[config.mk]
export PLATFORM = sky130hd
export DESIGN_NAME = noc_link_input_fifo
export DESIGN_NICKNAME = d
export VERILOG_FILES = /design/src/rtl/noc_link_input_fifo.sv
export SDC_FILE = /design/constraint.sdc
export NUM_CORES = 1
export LEC_CHECK = 0
export ABC_AREA = 1
export CAP_MARGIN = 20
export CORE_MARGIN = 3
export CORE_UTILIZATION = 53
export DETAILED_ROUTE_END_ITERATION = 16
export HOLD_SLACK_MARGIN = 0.06
export PLACE_DENSITY_LB_ADDON = 0.15
export SYNTH_ARGS = -nofsm -noshare
export SYNTH_HDL_FRONTEND = slang
export SYNTH_SLANG_ARGS = --single-unit
[constraint.sdc]
create_clock -name clk -period 5.7 [get_ports clk]
set_clock_uncertainty 0.2 [all_clocks]
set_input_delay 1.14 -clock clk [delete_from_list [all_inputs] [get_ports clk]]
set_output_delay 1.14 -clock clk [all_outputs]
set_load 0.005 [all_outputs]
[src/rtl/noc_link_input_fifo.sv]
// noc_link_input_fifo
//   Router input-port buffer fed by the link pipeline register. Flits are
//   queued in a DEPTH-entry FIFO. The head flit is shown first-word-fall-through.
//   Each dequeued flit returns one credit pulse upstream.
//
// Ports
//   clk           rising-edge clock
//   rst           asynchronous active-low reset
//   write_en_i    flit valid from link register
//   write_data_i  flit from link register
//   full_o        FIFO holds DEPTH entries
//   read_en_i     router consumes head flit this cycle
//   valid_o       head flit present
//   read_data_o   head flit (0 when empty)
//   count_o       occupancy 0..DEPTH
//   credit_o      one-cycle pulse the cycle after each dequeue
//   overflow_o    sticky: a write arrived while full
module noc_link_input_fifo #(
  parameter  int WIDTH  = 16,
  parameter  int DEPTH  = 4,
  localparam int ADDR_W = $clog2(DEPTH)
) (
  input  logic              clk,
  input  logic              rst,
  input  logic              write_en_i,
  input  logic [WIDTH-1:0]  write_data_i,
  output logic              full_o,
  input  logic              read_en_i,
  output logic              valid_o,
  output logic [WIDTH-1:0]  read_data_o,
  output logic [ADDR_W:0]   count_o,
  output logic              credit_o,
  output logic              overflow_o
);

  localparam int PTR_W = ADDR_W + 1;

  logic [WIDTH-1:0] mem_q [DEPTH];

  logic [PTR_W-1:0] wr_ptr_q, wr_ptr_d;
  logic [PTR_W-1:0] rd_ptr_q, rd_ptr_d;
  logic [ADDR_W:0]  count_q,  count_d;
  logic             credit_q, credit_d;
  logic             ovf_q,    ovf_d;

  logic empty, full, wr_acc, rd_acc;

  // Extra wrap bit separates full (wrap bits differ) from empty (all equal).
  assign empty = (wr_ptr_q == rd_ptr_q);
  assign full  = (wr_ptr_q[ADDR_W-1:0] == rd_ptr_q[ADDR_W-1:0]) &&
                 (wr_ptr_q[ADDR_W] != rd_ptr_q[ADDR_W]);

  // Both checks use pre-edge state: a same-cycle read never makes room for a
  // write to a full FIFO, and a same-cycle write never feeds a read of an
  // empty one (no bypass).
  assign wr_acc = write_en_i && !full;
  assign rd_acc = read_en_i  && !empty;

  always_comb begin
    wr_ptr_d = wr_ptr_q;
    rd_ptr_d = rd_ptr_q;
    count_d  = count_q;
    credit_d = rd_acc;
    ovf_d    = ovf_q | (write_en_i & full);
    if (wr_acc) wr_ptr_d = wr_ptr_q + PTR_W'(1);
    if (rd_acc) rd_ptr_d = rd_ptr_q + PTR_W'(1);
    case ({wr_acc, rd_acc})
      2'b10:   count_d = count_q + PTR_W'(1);
      2'b01:   count_d = count_q - PTR_W'(1);
      default: count_d = count_q;
    endcase
  end

  always_ff @(posedge clk or negedge rst) begin
    if (!rst) begin
      wr_ptr_q <= '0;
      rd_ptr_q <= '0;
      count_q  <= '0;
      credit_q <= 1'b0;
      ovf_q    <= 1'b0;
    end else begin
      wr_ptr_q <= wr_ptr_d;
      rd_ptr_q <= rd_ptr_d;
      count_q  <= count_d;
      credit_q <= credit_d;
      ovf_q    <= ovf_d;
    end
  end

  // Storage is not reset. Stale entries are never visible because the
  // pointers are cleared.
  always_ff @(posedge clk) begin
    if (wr_acc) mem_q[wr_ptr_q[ADDR_W-1:0]] <= write_data_i;
  end

  assign valid_o     = !empty;
  assign read_data_o = empty ? '0 : mem_q[rd_ptr_q[ADDR_W-1:0]];
  assign full_o      = full;
  assign count_o     = count_q;
  assign credit_o    = credit_q;
  assign overflow_o  = ovf_q;

endmodule

=== Word level (Yosys, flattened, before mapping) ===
Memory sizes are Yosys's and may differ from the RTL's.
Cells that the tools add are included.

* Register bits after elaboration: 11
* Bits in writable memories: 64
* Bits of input ports: 20
* Output and inout port bits: 23
* Word-level logic and storage cells: 27
* Memories: 1

{| class="wikitable"
|+ Memories
! name !! words !! width !! rd ports !! clocked after memory_dff !! write ports !! line !! text
|-
| mem_q || 4 || 16 || 1 || 0 || 1 || 38 || <nowiki>logic [WIDTH-1:0] mem_q [DEPTH];</nowiki>
|}

* $add $sub $neg: 4
* Equal/unequal tests: 5
* Multiplexer cells: 4
* Bitwise operators: 2
* Reductions and logical operators: 6

{| class="wikitable"
|+ Operators with widths
! cell !! count
|-
| 16-bit two-way mux || 1
|-
| 3-bit by 1-bit adder with 3-bit output (second input constant) || 3
|-
| 3-bit one-hot mux with 2 select lines || 1
|-
| 3-bit == test || 1
|-
| 1-bit logical AND || 3
|-
| 3-bit by 1-bit subtractor with 3-bit output (second input constant) || 1
|-
| 2-bit by 1-bit == test with 1-bit output (second input constant) || 1
|-
| 2-bit == test || 1
|-
| 2-bit == test (second input constant) || 1
|-
| 1-bit logical NOT || 2
|-
| 1-bit two-way mux || 2
|-
| 2-bit nonzero test || 1
|-
| 1-bit AND || 1
|-
| 1-bit != test || 1
|-
| 1-bit OR || 1
|}

=== Longest topological paths before layout ===
* Depth in word-level cells: 6
* Mapped depth: 13
* Depth with buffers taken out: 12

=== Worst setup path after synthesis ===
Ideal clock, no wire load.

* Path kind: input -> register
* Start point: input read_en_i
* End point: register count_q[2], in the netlist count_o[2]
* Setup time: 131 ps
* Data arrival time: 2205 ps
* Data required time: 5369 ps
* Setup slack: 3165 ps
* Stages: 8
* Path buffers: 0
* Cells stage by stage: nand2_1 > inv_1 > ha_1 > inv_1 > fa_1 > a21oi_1 > o21ai_0 > xor2_1

* Word-level cells in the longest chain between the ends: 3
* Elaborated cells on any way between the ends: 5

{| class="wikitable"
|+ Ends and longest elaborated chain
! what !! line !! text
|-
| start: declaration || 28 || <nowiki>input logic read_en_i,</nowiki>
|-
| 1-bit logical AND (*) || 57 || <nowiki>assign rd_acc = read_en_i && !empty;</nowiki>
|-
| net credit_d || 43 || <nowiki>logic credit_q, credit_d;</nowiki>
|-
| 2-bit by 1-bit == test with 1-bit output / 2-bit == test (equally long branches) || 67 || <nowiki>case ({wr_acc, rd_acc})</nowiki>
|-
| 3-bit one-hot mux with 2 select lines / 2-bit nonzero test (equally long branches) || -- ||
|-
| end signal: assignment || 84 || <nowiki>count_q <= count_d;</nowiki>
|-
| end: declaration || 42 || <nowiki>logic [ADDR_W:0] count_q, count_d;</nowiki>
|}

Mark *: on every way through the listed nets, which the timed path passes. The rest lies on a longest branch.
A chain may end at the register's enable or synchronous reset.

=== Worst setup path after layout ===
* Start point: register rd_ptr_q[0]
* End point: output read_data_o[12]

* Word-level cells in the longest chain between the ends: 2
* Elaborated cells on any way between the ends: 3

{| class="wikitable"
|+ Ends and longest elaborated chain
! what !! line !! text
|-
| start: declaration || 41 || <nowiki>logic [PTR_W-1:0] rd_ptr_q, rd_ptr_d;</nowiki>
|-
| start signal: assignment || 83 || <nowiki>rd_ptr_q <= rd_ptr_d;</nowiki>
|-
| memory 4 x 16 bit / 3-bit == test (equally long branches) || -- ||
|-
| 16-bit two-way mux (*) || 97 || <nowiki>assign read_data_o = empty ? '0 : mem_q[rd_ptr_q[ADDR_W-1:0]];</nowiki>
|-
| end: declaration || 30 || <nowiki>output logic [WIDTH-1:0] read_data_o,</nowiki>
|}

Mark *: on every way between the ends. The rest lies on a longest branch, timed or not.

==> metrics.txt <==
Crit path max-delay family=buffers and inverters; global-route wire length before repair=10,300 µm; Multi-input gate area=838 µm²; cell breakdown of the critical path=buf_16 -> inv_4 -> nand2_2 -> nand2_4 -> nand3_4 -> nand2_1 -> inv_1 -> clkdlybuf4s50_1; most common cell after layout, fill and taps aside=edfxtp_1; die width=84.5 µm; status=complete, no violations; Slew @ Worst Pin=0.722 ns; # rows=27; H-tree levels=3; Max Cap Violations=0; Peak supply drop=0.403 mV; Final Max Tran Viols=0; critical path arrival=2.41 ns; Detail Route Antenna Nets=0; Leak=1.59 nW; vias per cell=5.17; pre-CTS WS=1.77 ns; vias in the first global route=2,114; P_int=1.42 mW; DRC=0; fin area=0.00396 mm²; CP max-delay cell=dfrtp_1; CORE AREA=0.00574 mm²; 1st-iter DRT viols=199; io pins=43; Reg area=0.00220 mm²; min Tclk post-route=3.75 ns; die area=0.00713 mm²; Util after Layout=68.9%; proportion of power drawn by the clock network=19.8%; commonest non-fill, non-tap cells in the layout=edfxtp_1 (64), nor2_1 (51), clkdlybuf4s50_1 (42); Root Driver=clkbuf_8; post-synthesis sequential area ratio=67.3%; Comb pwr share=43.7%; slowest stage delay, CP=0.46 ns; NetSw=0.762 mW; FMAX=267 MHz; register bit total from synthesis=75; CTS tree=done; DIE HEIGHT=84.5 µm; Antenna diodes=0; worst path bufs/invs=4; Routed wire per std cell=14.8 µm; hpwl dp=3710 µm; # port buffers=42; post-cts hold buffer count=0; gpl congestion=0.722; Total Neg Setup Slack=0 ns; layout cells sized above 1=8.88%; CP Class=reg -> out; worst-path maximum fanout=34; synthesized area=0.00326 mm²; Mean Syn Cell Area=11.3 µm²; GRT Overall Usage=18.3%; gr ovfl total=0; setup bufs post-CTS=0; Nets=360; crit end category=output pin; Fillers=440; Sink Count=75; CTS clk-pin slew, worst paths=0.08 ns; final hold vios=0; Worst Path Required=4.36 ns; Sequential Power Share=36.5%; Placed Area=0.00369 mm²; Synth Net Count=315; cts repair resizes=0; clk buf depth=2; Yosys warnings=0; total CTS buffers=9; Slew headroom=51.8%; Final Cycle Share=65.8%; Final WS setup=1.95 ns; Starting Density=56.8%; Overall Power=2.19 mW; PwrDens=552 mW/mm²; antenna violations before repair=0; Mapped Cells=288; largest net degree at the start of global routing=37; final setup vio count=0; clock latency on the worst-skew pair=0.34 ns; RSZ-0062 raised after global routing=no; Syn-to-layout area delta=21.3%; routed via count=2,118; DRT Pass-1 Iters=4; Min-Delay Path Class=reg -> reg; switching share of power=34.9%; CP Launch Type=register; Unique masters post-synth=21; total routed wirelength=6080 µm
[routing by layer]
metal  track usage [%]  wire (µm)
met5                 0          0
met4              6.91         84
met3              3.73        315
met2              30.7       3090
met1              23.7       2590
[logic make-up after synthesis]
logic type                 count (synthesis)  synth area share (%)
AOI/OAI and AO/OA                         51                  7.82
xor gates and xnor gates                   4                  1.07
adders and majority gates                  7                  2.91
buffers and inverters                     46                  6.98
DFF                                       75                  67.3
and+or+nand+nor                          105                  13.9
[stage by stage]
| step | hold WS [ns] | std cells |
|---|---|---|
| finish | 0.286 | 410 |
| global route | 0.320 | 410 |
| CTS | 0.289 | 408 |
| detailed placement | 0.271 | 392 |
| global placement | 0.247 | 392 |
| floorplan | 0.257 | 288 |
[cells in the mapped netlist]
library cell  number  share of area (%)
o21ai_1           26                4.0
inv_2              4               0.46
buf_2              6               0.92
buf_4              2               0.46
nand3_1            7                1.1
nor2_1            51                5.9
inv_4              1               0.19
buf_6              5                1.7
xnor2_1            1               0.27
a21oi_1            1               0.15
edfxtp_1          64                 59
fa_1               1               0.61
nand3_4            2                1.1
ha_1               6                2.3
inv_1             28                3.2
nand2_2            3               0.58
o21ai_0           24                3.7
nand2_1           40                4.6
nand2_4            2               0.69
dfrtp_1           11                8.4
xor2_1             3               0.81
[sequential cells by signal (all words and copies together), names as in the netlist]
name        flops
mem_q          64
count_o         3
rd_ptr_q        3
wr_ptr_q        3
credit_o        1
overflow_o      1
[area by class of cell]
| class | count | area share [%] |
|---|---|---|
| Sequential cell | 75 | 55.5 |
| Tap cell | 72 | 2.28 |
| Clock buffer | 10 | 3.22 |
| Timing Repair Buffer | 47 | 12.6 |
| Multi-Input combinational cell | 167 | 21.2 |
| Inverter | 33 | 3.19 |
| Clock inverter | 6 | 2.02 |
[power by group through the flow]
stage | Clock [mW] | Sequential [mW] | Combinational (mW)
floorplan | 0 | 0.788 | 0.586
global placement | 0 | 0.857 | 0.843
detailed placement | 0 | 0.862 | 0.870
CTS | 0.437 | 0.850 | 0.877
global route | 0.465 | 0.812 | 1.08
finish | 0.432 | 0.798 | 0.956
[worst reg2reg max path: cells and delay by family (launching register included)]
family | cells | cell delay (ns)
AOI/OAI and AO/OA | 1 | 0.17
adders and majority gates | 2 | 0.60
buffers and inverters | 4 | 0.66
DFF | 1 | 0.46
and+or+nand+nor | 4 | 0.67
[path summary, 6_finish.rpt]
check,cells past startpoint,slack (ns),to,startpoint
worst max register to register,11,2.84,count_o[1],rd_ptr_q[0]
max in group asynchronous,1,4.02,rd_ptr_q[1],rst
worst max-delay path,8,1.95,read_data_o[12],rd_ptr_q[0]
worst min register to register,2,0.29,overflow_o,overflow_o
worst min-delay path,2,0.29,overflow_o,overflow_o
min in group asynchronous,1,0.93,wr_ptr_q[2],rst
No activity file was read; power rests on OpenSTA's default activity.
